### src/rtl/pipe_hazard_ctrl_pkg.sv
// Shared types and constants for the pipeline stall/flush controller.
package pipe_ctrl_pkg;

  localparam int REG_W = 5;
  localparam logic [REG_W-1:0] REG_ZERO = 5'd0;

  // MDU occupancy FSM: RUN is normal flow, MDU holds EX for a mult/div
  typedef enum logic {
    RUN = 1'b0,
    MDU = 1'b1
  } hz_state_e;

endpackage

### src/rtl/pipe_hazard_ctrl_if.sv
// Hazard-controller bus: pipeline status in, stage enables/flushes out.
// master drives the pipeline status, slave is the controller.
interface pipe_hazard_ctrl_if
  import pipe_ctrl_pkg::*;
#(
  parameter int CNT_W = 32
);
  logic [REG_W-1:0] id_rs;
  logic [REG_W-1:0] id_rt;
  logic             id_uses_rs;
  logic             id_uses_rt;
  logic             ex_mem_read;
  logic             ex_reg_write;
  logic [REG_W-1:0] ex_rd;
  logic             ex_branch_taken;
  logic             ex_mdu_start;
  logic             mem_access;
  logic             dmem_ready;
  logic             imem_ready;

  logic             pc_ce;
  logic             ifid_ce;
  logic             ifid_flush;
  logic             idex_ce;
  logic             idex_flush;
  logic             exmem_ce;
  logic             exmem_flush;
  logic             memwb_flush;
  logic             mdu_busy;
  logic             mdu_done;
  logic [CNT_W-1:0] stall_cycles;

  modport master (
    output id_rs, id_rt, id_uses_rs, id_uses_rt, ex_mem_read, ex_reg_write,
           ex_rd, ex_branch_taken, ex_mdu_start, mem_access, dmem_ready,
           imem_ready,
    input  pc_ce, ifid_ce, ifid_flush, idex_ce, idex_flush, exmem_ce,
           exmem_flush, memwb_flush, mdu_busy, mdu_done, stall_cycles
  );

  modport slave (
    input  id_rs, id_rt, id_uses_rs, id_uses_rt, ex_mem_read, ex_reg_write,
           ex_rd, ex_branch_taken, ex_mdu_start, mem_access, dmem_ready,
           imem_ready,
    output pc_ce, ifid_ce, ifid_flush, idex_ce, idex_flush, exmem_ce,
           exmem_flush, memwb_flush, mdu_busy, mdu_done, stall_cycles
  );

endinterface

### src/rtl/pipe_hazard_ctrl_hazard_detect.sv
// Load-use comparator: flags an ID instruction that reads the register a
// load in EX is about to write. Pure combinational; also reused by forwarding.
module hazard_detect
  import pipe_ctrl_pkg::*;
(
  input  logic [REG_W-1:0] id_rs,
  input  logic [REG_W-1:0] id_rt,
  input  logic             id_uses_rs,
  input  logic             id_uses_rt,
  input  logic             ex_mem_read,
  input  logic             ex_reg_write,
  input  logic [REG_W-1:0] ex_rd,
  output logic             load_use
);

  logic rs_hit;
  logic rt_hit;

  // r0 is hardwired, so a load targeting it never creates a dependency
  always_comb begin
    rs_hit   = id_uses_rs & (id_rs == ex_rd);
    rt_hit   = id_uses_rt & (id_rt == ex_rd);
    load_use = ex_mem_read & ex_reg_write & (ex_rd != REG_ZERO) & (rs_hit | rt_hit);
  end

endmodule

### src/rtl/pipe_hazard_ctrl.sv
// Central stall/flush controller for the 5-stage pipeline. A fixed priority
// mux (dmem wait > MDU > branch > load-use > imem wait) picks the stage
// enables/flushes; a two-state FSM tracks MDU occupancy of EX.
module pipe_hazard_ctrl
  import pipe_ctrl_pkg::*;
#(
  parameter int MDU_LAT = 4,
  parameter int CNT_W   = 32
)(
  input  logic             clk,
  input  logic             rst,
  pipe_hazard_ctrl_if.slave bus
);

  localparam int CW = $clog2(MDU_LAT + 1);

  hz_state_e        state_q, state_d;
  logic [CW-1:0]    cnt_q, cnt_d;
  logic             done_q, done_d;
  logic [CNT_W-1:0] stall_q;

  logic load_use;
  logic dmem_stall;
  logic mdu_stall;

  hazard_detect u_hazard_detect (
    .id_rs        (bus.id_rs),
    .id_rt        (bus.id_rt),
    .id_uses_rs   (bus.id_uses_rs),
    .id_uses_rt   (bus.id_uses_rt),
    .ex_mem_read  (bus.ex_mem_read),
    .ex_reg_write (bus.ex_reg_write),
    .ex_rd        (bus.ex_rd),
    .load_use     (load_use)
  );

  // done_q masks ex_mdu_start so the finished op leaves EX without restarting
  always_comb begin
    dmem_stall = bus.mem_access & ~bus.dmem_ready;
    mdu_stall  = (state_q == MDU) |
                 ((state_q == RUN) & bus.ex_mdu_start & ~done_q);
  end

  // Priority mux: only the highest active hazard shapes the outputs
  always_comb begin
    bus.pc_ce       = 1'b1;
    bus.ifid_ce     = 1'b1;
    bus.ifid_flush  = 1'b0;
    bus.idex_ce     = 1'b1;
    bus.idex_flush  = 1'b0;
    bus.exmem_ce    = 1'b1;
    bus.exmem_flush = 1'b0;
    bus.memwb_flush = 1'b0;
    if (rst) begin
      bus.pc_ce       = 1'b0;
      bus.ifid_ce     = 1'b0;
      bus.idex_ce     = 1'b0;
      bus.exmem_ce    = 1'b0;
      bus.ifid_flush  = 1'b1;
      bus.idex_flush  = 1'b1;
      bus.exmem_flush = 1'b1;
      bus.memwb_flush = 1'b1;
    end else if (dmem_stall) begin
      // freeze everything up to MEM; the MEM op must not retire twice
      bus.pc_ce       = 1'b0;
      bus.ifid_ce     = 1'b0;
      bus.idex_ce     = 1'b0;
      bus.exmem_ce    = 1'b0;
      bus.memwb_flush = 1'b1;
    end else if (mdu_stall) begin
      // EX is occupied; feed MEM bubbles while the front end waits
      bus.pc_ce       = 1'b0;
      bus.ifid_ce     = 1'b0;
      bus.idex_ce     = 1'b0;
      bus.exmem_flush = 1'b1;
    end else if (bus.ex_branch_taken) begin
      // redirect always loads the PC, even with a pending fetch
      bus.ifid_flush  = 1'b1;
      bus.idex_flush  = 1'b1;
    end else if (load_use) begin
      bus.pc_ce       = 1'b0;
      bus.ifid_ce     = 1'b0;
      bus.idex_flush  = 1'b1;
    end else if (!bus.imem_ready) begin
      bus.pc_ce       = 1'b0;
      bus.ifid_flush  = 1'b1;
    end
  end

  // MDU FSM next-state: countdown from MDU_LAT-1, frozen by dmem waits
  always_comb begin
    state_d = state_q;
    cnt_d   = cnt_q;
    done_d  = done_q;
    if (!dmem_stall) begin
      done_d = 1'b0;
      unique case (state_q)
        RUN: begin
          if (bus.ex_mdu_start && !done_q) begin
            state_d = MDU;
            cnt_d   = CW'(MDU_LAT - 1);
          end
        end
        MDU: begin
          cnt_d = cnt_q - CW'(1);
          if (cnt_q == CW'(1)) begin
            state_d = RUN;
            done_d  = 1'b1;
          end
        end
        default: state_d = RUN;
      endcase
    end
  end

  // FSM state register; reset drops any in-flight op without a done pulse
  always_ff @(posedge clk) begin
    if (rst) begin
      state_q <= RUN;
      cnt_q   <= '0;
      done_q  <= 1'b0;
    end else begin
      state_q <= state_d;
      cnt_q   <= cnt_d;
      done_q  <= done_d;
    end
  end

  // Saturating count of front-end stall cycles
  always_ff @(posedge clk) begin
    if (rst)
      stall_q <= '0;
    else if (!bus.pc_ce && (stall_q != {CNT_W{1'b1}}))
      stall_q <= stall_q + CNT_W'(1);
  end

  // Status outputs
  always_comb begin
    bus.mdu_busy     = (state_q == MDU);
    bus.mdu_done     = done_q & ~rst;
    bus.stall_cycles = stall_q;
  end

endmodule

### src/flat_wrapper.sv
// flat-port wrapper written by rule: the top's interface ports become plain ports
module pipe_hazard_ctrl_flat import pipe_ctrl_pkg::*;
#(
  parameter int MDU_LAT = 4,
  parameter int CNT_W   = 32
)
  (clk, rst, bus_id_rs, bus_id_rt, bus_id_uses_rs, bus_id_uses_rt, bus_ex_mem_read, bus_ex_reg_write, bus_ex_rd, bus_ex_branch_taken, bus_ex_mdu_start, bus_mem_access, bus_dmem_ready, bus_imem_ready, bus_pc_ce, bus_ifid_ce, bus_ifid_flush, bus_idex_ce, bus_idex_flush, bus_exmem_ce, bus_exmem_flush, bus_memwb_flush, bus_mdu_busy, bus_mdu_done, bus_stall_cycles);
  pipe_hazard_ctrl_if #(.CNT_W(CNT_W)) bus_i ();
  input  logic clk;
  input  logic rst;
  input wire logic [$bits(bus_i.id_rs)-1:0] bus_id_rs;
  input wire logic [$bits(bus_i.id_rt)-1:0] bus_id_rt;
  input wire logic [$bits(bus_i.id_uses_rs)-1:0] bus_id_uses_rs;
  input wire logic [$bits(bus_i.id_uses_rt)-1:0] bus_id_uses_rt;
  input wire logic [$bits(bus_i.ex_mem_read)-1:0] bus_ex_mem_read;
  input wire logic [$bits(bus_i.ex_reg_write)-1:0] bus_ex_reg_write;
  input wire logic [$bits(bus_i.ex_rd)-1:0] bus_ex_rd;
  input wire logic [$bits(bus_i.ex_branch_taken)-1:0] bus_ex_branch_taken;
  input wire logic [$bits(bus_i.ex_mdu_start)-1:0] bus_ex_mdu_start;
  input wire logic [$bits(bus_i.mem_access)-1:0] bus_mem_access;
  input wire logic [$bits(bus_i.dmem_ready)-1:0] bus_dmem_ready;
  input wire logic [$bits(bus_i.imem_ready)-1:0] bus_imem_ready;
  output wire logic [$bits(bus_i.pc_ce)-1:0] bus_pc_ce;
  output wire logic [$bits(bus_i.ifid_ce)-1:0] bus_ifid_ce;
  output wire logic [$bits(bus_i.ifid_flush)-1:0] bus_ifid_flush;
  output wire logic [$bits(bus_i.idex_ce)-1:0] bus_idex_ce;
  output wire logic [$bits(bus_i.idex_flush)-1:0] bus_idex_flush;
  output wire logic [$bits(bus_i.exmem_ce)-1:0] bus_exmem_ce;
  output wire logic [$bits(bus_i.exmem_flush)-1:0] bus_exmem_flush;
  output wire logic [$bits(bus_i.memwb_flush)-1:0] bus_memwb_flush;
  output wire logic [$bits(bus_i.mdu_busy)-1:0] bus_mdu_busy;
  output wire logic [$bits(bus_i.mdu_done)-1:0] bus_mdu_done;
  output wire logic [$bits(bus_i.stall_cycles)-1:0] bus_stall_cycles;
  assign bus_i.id_rs = bus_id_rs;
  assign bus_i.id_rt = bus_id_rt;
  assign bus_i.id_uses_rs = bus_id_uses_rs;
  assign bus_i.id_uses_rt = bus_id_uses_rt;
  assign bus_i.ex_mem_read = bus_ex_mem_read;
  assign bus_i.ex_reg_write = bus_ex_reg_write;
  assign bus_i.ex_rd = bus_ex_rd;
  assign bus_i.ex_branch_taken = bus_ex_branch_taken;
  assign bus_i.ex_mdu_start = bus_ex_mdu_start;
  assign bus_i.mem_access = bus_mem_access;
  assign bus_i.dmem_ready = bus_dmem_ready;
  assign bus_i.imem_ready = bus_imem_ready;
  assign bus_pc_ce = bus_i.pc_ce;
  assign bus_ifid_ce = bus_i.ifid_ce;
  assign bus_ifid_flush = bus_i.ifid_flush;
  assign bus_idex_ce = bus_i.idex_ce;
  assign bus_idex_flush = bus_i.idex_flush;
  assign bus_exmem_ce = bus_i.exmem_ce;
  assign bus_exmem_flush = bus_i.exmem_flush;
  assign bus_memwb_flush = bus_i.memwb_flush;
  assign bus_mdu_busy = bus_i.mdu_busy;
  assign bus_mdu_done = bus_i.mdu_done;
  assign bus_stall_cycles = bus_i.stall_cycles;
  pipe_hazard_ctrl #(.MDU_LAT(MDU_LAT), .CNT_W(CNT_W)) u_core (.clk(clk), .rst(rst), .bus(bus_i));
endmodule
### config.mk
export PLATFORM = sky130hd
export DESIGN_NAME = pipe_hazard_ctrl_flat
export DESIGN_NICKNAME = d
export VERILOG_FILES = /design/src/rtl/pipe_hazard_ctrl_pkg.sv /design/src/rtl/pipe_hazard_ctrl_if.sv /design/src/rtl/pipe_hazard_ctrl_hazard_detect.sv /design/src/rtl/pipe_hazard_ctrl.sv /design/src/flat_wrapper.sv
export SDC_FILE = /design/constraint.sdc
export NUM_CORES = 1
export LEC_CHECK = 0
export BUFFER_PORTS_ARGS = -buffer_cell sky130_fd_sc_hd__clkbuf_2
export CORE_MARGIN = 2
export CORE_UTILIZATION = 35
export DETAILED_ROUTE_END_ITERATION = 10
export PLACE_DENSITY = 0.62
export SYNTH_ARGS = -nofsm -noshare
export SYNTH_HDL_FRONTEND = slang
export SYNTH_SLANG_ARGS = --single-unit
### constraint.sdc
create_clock -name clk -period 2 [get_ports clk]
set_input_delay 0.2 -clock clk [delete_from_list [all_inputs] [get_ports clk]]
set_output_delay 0.2 -clock clk [all_outputs]
set_load 0.01 [all_outputs]
==> results of run 1 <==
[path summary, 6_finish.rpt]
check / start / end / slack [ps] / cells past startpoint
worst max register to register: u_core.bus.stall_cycles[21]$_SDFFE_PP0P_ / u_core.bus.stall_cycles[26]$_SDFFE_PP0P_ / 70 / 6
worst min register to register: u_core.done_q$_SDFFE_PP0N_ / u_core.done_q$_SDFFE_PP0N_ / 470 / 2
worst max-delay path: u_core.bus.stall_cycles[21]$_SDFFE_PP0P_ / u_core.bus.stall_cycles[26]$_SDFFE_PP0P_ / 70 / 6
worst min-delay path: bus_ex_mdu_start / u_core.bus.mdu_busy$_SDFFE_PP0N_ / 290 / 3
[final cells by class]
cell class                      count  share of cell area, %
Multi-Input combinational cell    207                   45.9
Sequential cell                    37                   24.4
Timing Repair Buffer              109                   22.9
Tap cell                           77                   3.17
Clock buffer                        8                   2.63
Inverter                            8                  0.988
[power groups by stage]
stage | logic [mW] | registers, mW | clock network, mW
floorplan | 0.120 | 0.782 | 0
global placement | 0.202 | 0.776 | 0
detailed placement | 0.206 | 0.776 | 0
CTS | 0.220 | 0.760 | 0.519
global route | 0.250 | 0.763 | 0.551
finish | 0.225 | 0.760 | 0.507
[state kept, by name (all words and copies together), names as in the netlist]
register,cells
u_core.bus.stall_cycles,32
u_core.cnt_q,3
u_core.bus.mdu_busy,1
u_core.done_q,1
[kinds of logic after synthesis]
group / Yosys count
buf+inv: 25
flops: 37
fa+ha+maj: 3
compound gates: 72
xor+xnor: 10
mux: 4
simple gates: 118
[synthesized netlist by cell type (all sizes together)]
master	count	share of area, %
dfxtp	37	33
a21oi	31	6.9
o21ai	19	4.2
nand4	18	5.0
nor2	16	2.7
or3	16	4.5
nand2	13	2.2
buf	12	4.5
nand3	12	3.2
o31ai	11	3.7
or4	11	3.7
xnor2	10	3.9
inv	8	1.3
and3	6	1.7
clkbuf	5	0.83
nor3	5	1.8
mux2	4	2.3
nor2b	4	1.4
nor4	4	1.8
and4	3	1.3
ha	3	1.7
or2	3	0.83
a311oi	2	0.78
nand2b	2	0.56
nand3b	2	0.83
a2111oi	1	0.67
a21boi	1	0.33
a31o	1	0.39
a31oi	1	0.95
a32oi	1	0.39
and2	1	0.28
nand4b	1	0.39
o211ai	1	0.33
o22ai	1	0.56
o311a	1	0.45
o41ai	1	0.39
or4b	1	0.45
[per-layer routing]
| metal | vias to the layer above | routed length, um | GRT usage (%) |
|---|---|---|---|
| met5 | - | 0 | 0 |
| met4 | 0 | 57 | 4.55 |
| met3 | 5 | 305 | 3.44 |
| met2 | 63 | 3000 | 30.1 |
| met1 | 1114 | 2670 | 22.0 |
| li1 | 1214 | - | - |
[layout by cell type (no fill, tap or decap), types with 2 or more instances in the layout]
cell / instances
a21oi_1: 31
a311oi_1: 2
and3_1: 6
and4_1: 2
buf_4: 38
buf_6: 3
clkbuf_1: 3
clkbuf_2: 66
clkbuf_8: 5
dfxtp_1: 36
ha_1: 3
inv_1: 7
mux2_1: 2
mux2_4: 2
nand2_1: 13
nand2b_1: 2
nand3_1: 11
nand4_1: 18
nor2_1: 16
nor2b_1: 3
nor3_2: 4
nor4_2: 2
o21ai_0: 18
o31ai_1: 11
or3_1: 16
or4_1: 11
xnor2_1: 10
[repair_timing]
| action | CTS | global route |
|---|---|---|
| gates resized for setup | 1 | 12 |
| endpoints found under the setup margin | 1 | 20 |
| endpoints found under the hold margin | 0 | 0 |
| buffers inserted | 1 | 3 |
| pin swaps | 0 | 2 |
| cloned | 1 | 0 |
[worst register-to-register path: cells and delay by family, from the launching register on]
family / cells / cell delay (ps)
simple gates: 5 / 1350
flops: 1 / 350
compound gates: 1 / 160
==> results by group, run 1 <==
Yosys
  • Synthesized Nets: a little under 300
  • Synth Area in Compound Gates: approximately 20%
  • Synth Area in Simple Gates: between 30 and 40%
  • Mapped cell area: between 2000 and 2500 sq um
  • Xor-xnor portion of the synthesized cell area: under 10%
  • Unique cell type count in the Yosys netlist: 49
  • Synth Area in Adders: ~1.7%
  • Yosys reg bits: 37
  • Syn_area_per_cell: ~8.4 sq um
  • Largest family of logic cells by synthesized area: simple AND/OR/NAND/NOR gates
  • Post-synthesis mux area share: between 2 and 2.5%
  • Sequential share of the synthesized area: 32.9%
  • Synth warnings: 0
  • Post-Syn Instances: around 270

Setup path
  • Max Fanout on Critical Path: 6
  • CP Capture Type: register
  • Startpoint types: register
  • CP peak stage delay: 420 ps
  • CP top delay family: simple AND/OR/NAND/NOR gates
  • Crit-path cells: nand4_1 > or2_1 > nor4_4 > nand3b_2 > or4_1 > a21oi_1
  • CP arrival: approximately 2100 ps
  • CP Class: reg -> reg
  • CP max stage cell: or4_1
  • WP data required: about 2200 ps
  • CP bufs+invs: 0

Floorplan
  • Core area: 6280 sq um
  • Initial Util: 35.8%
  • Die W: 84.2 um
  • Rows: 29
  • # IOs: just under 70
  • Die area: a little over 7000 sq um
  • Die H: between 80 and 90 um

Power
  • PwrDens: approximately 490 nW/um^2
  • Total Power: roughly 1.5 mW
  • Max IR drop VDD: between 0.0002 and 0.00025 V
  • LEAKAGE: roughly 1.2 nW
  • Psw: 0.388 mW
  • Flop pwr share: between 50% and 60%
  • Clock power share: 33.9%
  • Gate power share: 15.1%
  • Net Sw Frac: between 20 and 30%
  • Design internal power: 1.10 mW

GRT
  • Largest net degree at the start of global routing: 47
  • GRT overflow: 0
  • Initial antenna violation count: 0
  • First-pass GRT wire length: roughly 10 mm
  • Number of global-route vias before repair: 2282
  • Global-route usage over all layers: between 10% and 20%

Timing
  • Max Clock Skew: 4.24 ps
  • Hold WS: between 200 and 300 ps
  • Final hold viol count: 0
  • Fmax: ~520 MHz
  • TNS Setup: 0 ps
  • Final WS setup: 74.8 ps
  • Relative slew slack: approximately 70%
  • Count of final max-slew check failures: 0
  • Post-route minimum period: 1930 ps
  • Final period utilization: 96.3%
  • Measured slew at the worst slew-check pin: ~470 ps
  • Setup Viol. Count Final: 0
  • RSZ-0062 raised after global routing: yes

Finish
  • Layout area overhead: 35.2%
  • Layout Nets: between 300 and 400
  • Multi-input gate area: 1400 sq um
  • Finished Layout Cells: 446
  • Sequential Area: about 740 sq um
  • Post-route cell area: about 3000 sq um
  • Fill count: between 600 and 700
  • Layout cells sized above 1: between 30% and 40%
  • Final Core Density: around half
  • N_diodes: 0

Route
  • # DRC: 0
  • Final ANT Viol Nets: 0
  • DRT Wirelength: between 6 and 7 mm
  • Iter 0 DRT Violations: roughly 160
  • DRT Pass-1 Iters: 4
  • Wire length per cell: ~14 um
  • Routed vias: about 2.4k
  • Via/cell ratio: between 5 and 6

Clock network
  • CTS root buffer: clkbuf_8
  • CTS clk-pin slew, worst paths: approximately 70 ps
  • CTS tree: built
  • CTS HTree Levels: 2
  • Hold_buf cts: 0
  • Skew-Pair Late Insertion Delay: 290 ps
  • Longest Clk Path Bufs: 2
  • Clock Sinks: 37
  • CTS Buf Count: 5

Placement
  • GP Congestion: around 0.81
  • Post-DP HPWL: between 4 and 5 mm
  • Inst Count DP: 433
  • Post-Place Setup Slack: -34.5 ps
  • Area post-placement: roughly 2900 sq um
  • Port bufs: 67

Hold path
  • Hold Crit Class: in -> reg

Flow run
  • Max_cap viols: 0

Outcome
  • Status: complete, no violations
No activity file was read; power rests on OpenSTA's default activity.
==> inputs of run 2 (changes only) <==
- CORE_MARGIN: 2 -> 1
==> run 2 against run 1 <==
  * Sequential power hardly changed
  * Sequential cell count stayed put
  * Non-clock buffer count is 6 higher
  * Via count rose by 2.2%
  * Worst setup slack got worse by 8.5 ps
  * Power rose by 4.5%
  * First-iteration DRC count is 37% lower
  * Fmax is 0.44% lower
  * Clock power is 12% higher
  * Critical path type unchanged
  * Largest cell class unchanged
==> results by group, run 2 (synthesized netlist as in run 1, its figures left out) <==
Floorplan
  • Rows: 28
  • # IOs: just under 70
  • Initial Util: between 30% and 40%
  • Die W: between 80 and 90 um
  • Die H: 82.2 um
  • Core area: between 6000 and 7000 sq um
  • Die area: about 6700 sq um

Timing
  • Final WS setup: 66.2 ps
  • Measured slew at the worst slew-check pin: approximately 470 ps
  • Final hold viol count: 0
  • Relative slew slack: just under 70%
  • Max Clock Skew: roughly 4.9 ps
  • Fmax: between 500 and 600 MHz
  • TNS Setup: 0 ps
  • Post-route minimum period: just under 2000 ps
  • Setup Viol. Count Final: 0
  • Final period utilization: 96.7%
  • Count of final max-slew check failures: 0

Setup path
  • CP arrival: between 2000 and 2500 ps
  • WP data required: 2220 ps
  • CP Class: reg -> reg
  • CP peak stage delay: roughly 440 ps
  • Max Fanout on Critical Path: 6
  • CP max stage cell: or4_4
  • Startpoint types: register
  • CP Capture Type: register
  • Crit-path cells: and4_4 > nand3_4 > nor4_4 > nand3b_4 > or4_4 > a21oi_2
  • CP bufs+invs: 0
  • CP top delay family: simple AND/OR/NAND/NOR gates

Clock network
  • Skew-Pair Late Insertion Delay: between 200 and 300 ps
  • CTS clk-pin slew, worst paths: 70 ps
  • CTS tree: built
  • Hold_buf cts: 0
  • CTS HTree Levels: 2
  • Longest Clk Path Bufs: 2
  • CTS root buffer: clkbuf_8
  • Clock Sinks: 37
  • CTS Buf Count: 5

Finish
  • Layout cells sized above 1: 40.0%
  • Most frequent cells in the layout: 67 x clkbuf_2, 45 x buf_4, 32 x dfxtp_1
  • N_diodes: 0
  • Finished Layout Cells: 450
  • Layout Nets: slightly above 400
  • Fill count: roughly 600
  • Max FFs per register: 32
  • Multi-input gate area: 1410 sq um
  • Final Core Density: between 50% and 60%
  • Layout area overhead: 38.8%
  • Most common cell after layout, fill and taps aside: clkbuf_2
  • Sequential Area: 747 sq um

GRT
  • First-pass GRT wire length: around 9.8 mm
  • Number of global-route vias before repair: ~2.3k
  • GRT overflow: 0
  • Largest net degree at the start of global routing: between 40 and 50
  • Global-route usage over all layers: 18.7%
  • Initial antenna violation count: 0

Placement
  • GP Congestion: 0.744
  • Port bufs: between 60 and 70
  • Post-DP HPWL: approximately 4.3 mm
  • Inst Count DP: roughly 430
  • Post-Place Setup Slack: -16.2 ps

Route
  • Wire length per cell: 13.8 um
  • Routed vias: 2448
  • Via/cell ratio: roughly 5.4
  • DRT Pass-1 Iters: 4
  • # DRC: 0
  • DRT Wirelength: 6.21 mm
  • Final ANT Viol Nets: 0
  • Iter 0 DRT Violations: a little over 100

Hold path
  • Hold Crit Class: in -> reg

Power
  • Max IR drop VDD: approximately 0.00031 V
  • PwrDens: 500 nW/um^2
  • LEAKAGE: approximately 1.3 nW
  • Total Power: between 1.5 and 2 mW

Outcome
  • Status: complete, no violations

Flow run
  • Max_cap viols: 0
==> run 2: metal layers <==
| layer | global-route usage [%] | part of all wire, % | up-vias | wire, um |
|---|---|---|---|---|
| met1 | 22.3 | 45 | 1144 | 2800 |
| met2 | 33.1 | 48 | 66 | 3000 |
| met5 | 0 | 0 | - | 0 |
| met3 | 3.74 | 5.2 | 8 | 323 |
| li1 | - | - | 1230 | - |
| met4 | 6.32 | 1.2 | 0 | 77 |
==> run 2: report_power, final <==
| group | leakage [nW] | total, mW | switching (mW) | internal (mW) |
|---|---|---|---|---|
| clock | 0.0542 | 0.569 | 0.258 | 0.311 |
| combinational | 0.956 | 0.229 | 0.120 | 0.108 |
| sequential | 0.302 | 0.761 | 0.0110 | 0.750 |
| total | 1.31 | 1.56 | 0.390 | 1.17 |
==> run 2: cell type report <==
cell class,instances,share of cell area [%]
clock buffer,7,3.09
clock inverter,1,0.160
inverter,8,0.962
multi-input combinational,207,45.2
sequential,37,23.9
tap,75,3.01
timing repair buffer,115,23.6
==> run 2: path summary, 6_finish.rpt <==
| kind | start | end | slack (ps) | depth (start not counted) |
|---|---|---|---|---|
| hold / removal | bus_ex_mdu_start | u_core.bus.mdu_busy$_SDFFE_PP0N_ | 280 | 3 |
| hold reg to reg | u_core.done_q$_SDFFE_PP0N_ | u_core.done_q$_SDFFE_PP0N_ | 470 | 2 |
| setup reg to reg | u_core.bus.stall_cycles[4]$_SDFFE_PP0P_ | u_core.bus.stall_cycles[28]$_SDFFE_PP0P_ | 70 | 6 |
| setup / recovery | u_core.bus.stall_cycles[4]$_SDFFE_PP0P_ | u_core.bus.stall_cycles[28]$_SDFFE_PP0P_ | 70 | 6 |
==> run 2: what timing repair did <==
action	4_1_cts	5_1_grt
gates cloned	1	1
pin swaps	0	5
gates resized for setup	2	14
setup endpoints to repair	4	11
endpoints found under the hold margin	0	0
setup buffers	1	6
==> run 2: worst register-to-register path: stages, from the launching register on <==
cell and delay, ps:
dfxtp_2 340, and4_4 270, nand3_4 110, nor4_4 400, nand3b_4 150, or4_4 440, a21oi_2 150
==> run 2: through the flow <==
stage | cell area, sq um | hold slack (ps)
floorplan | 2250 | 384
global placement | 2870 | 446
detailed placement | 2870 | 452
CTS | 3030 | 271
global route | 3120 | 296
finish | 3120 | 281
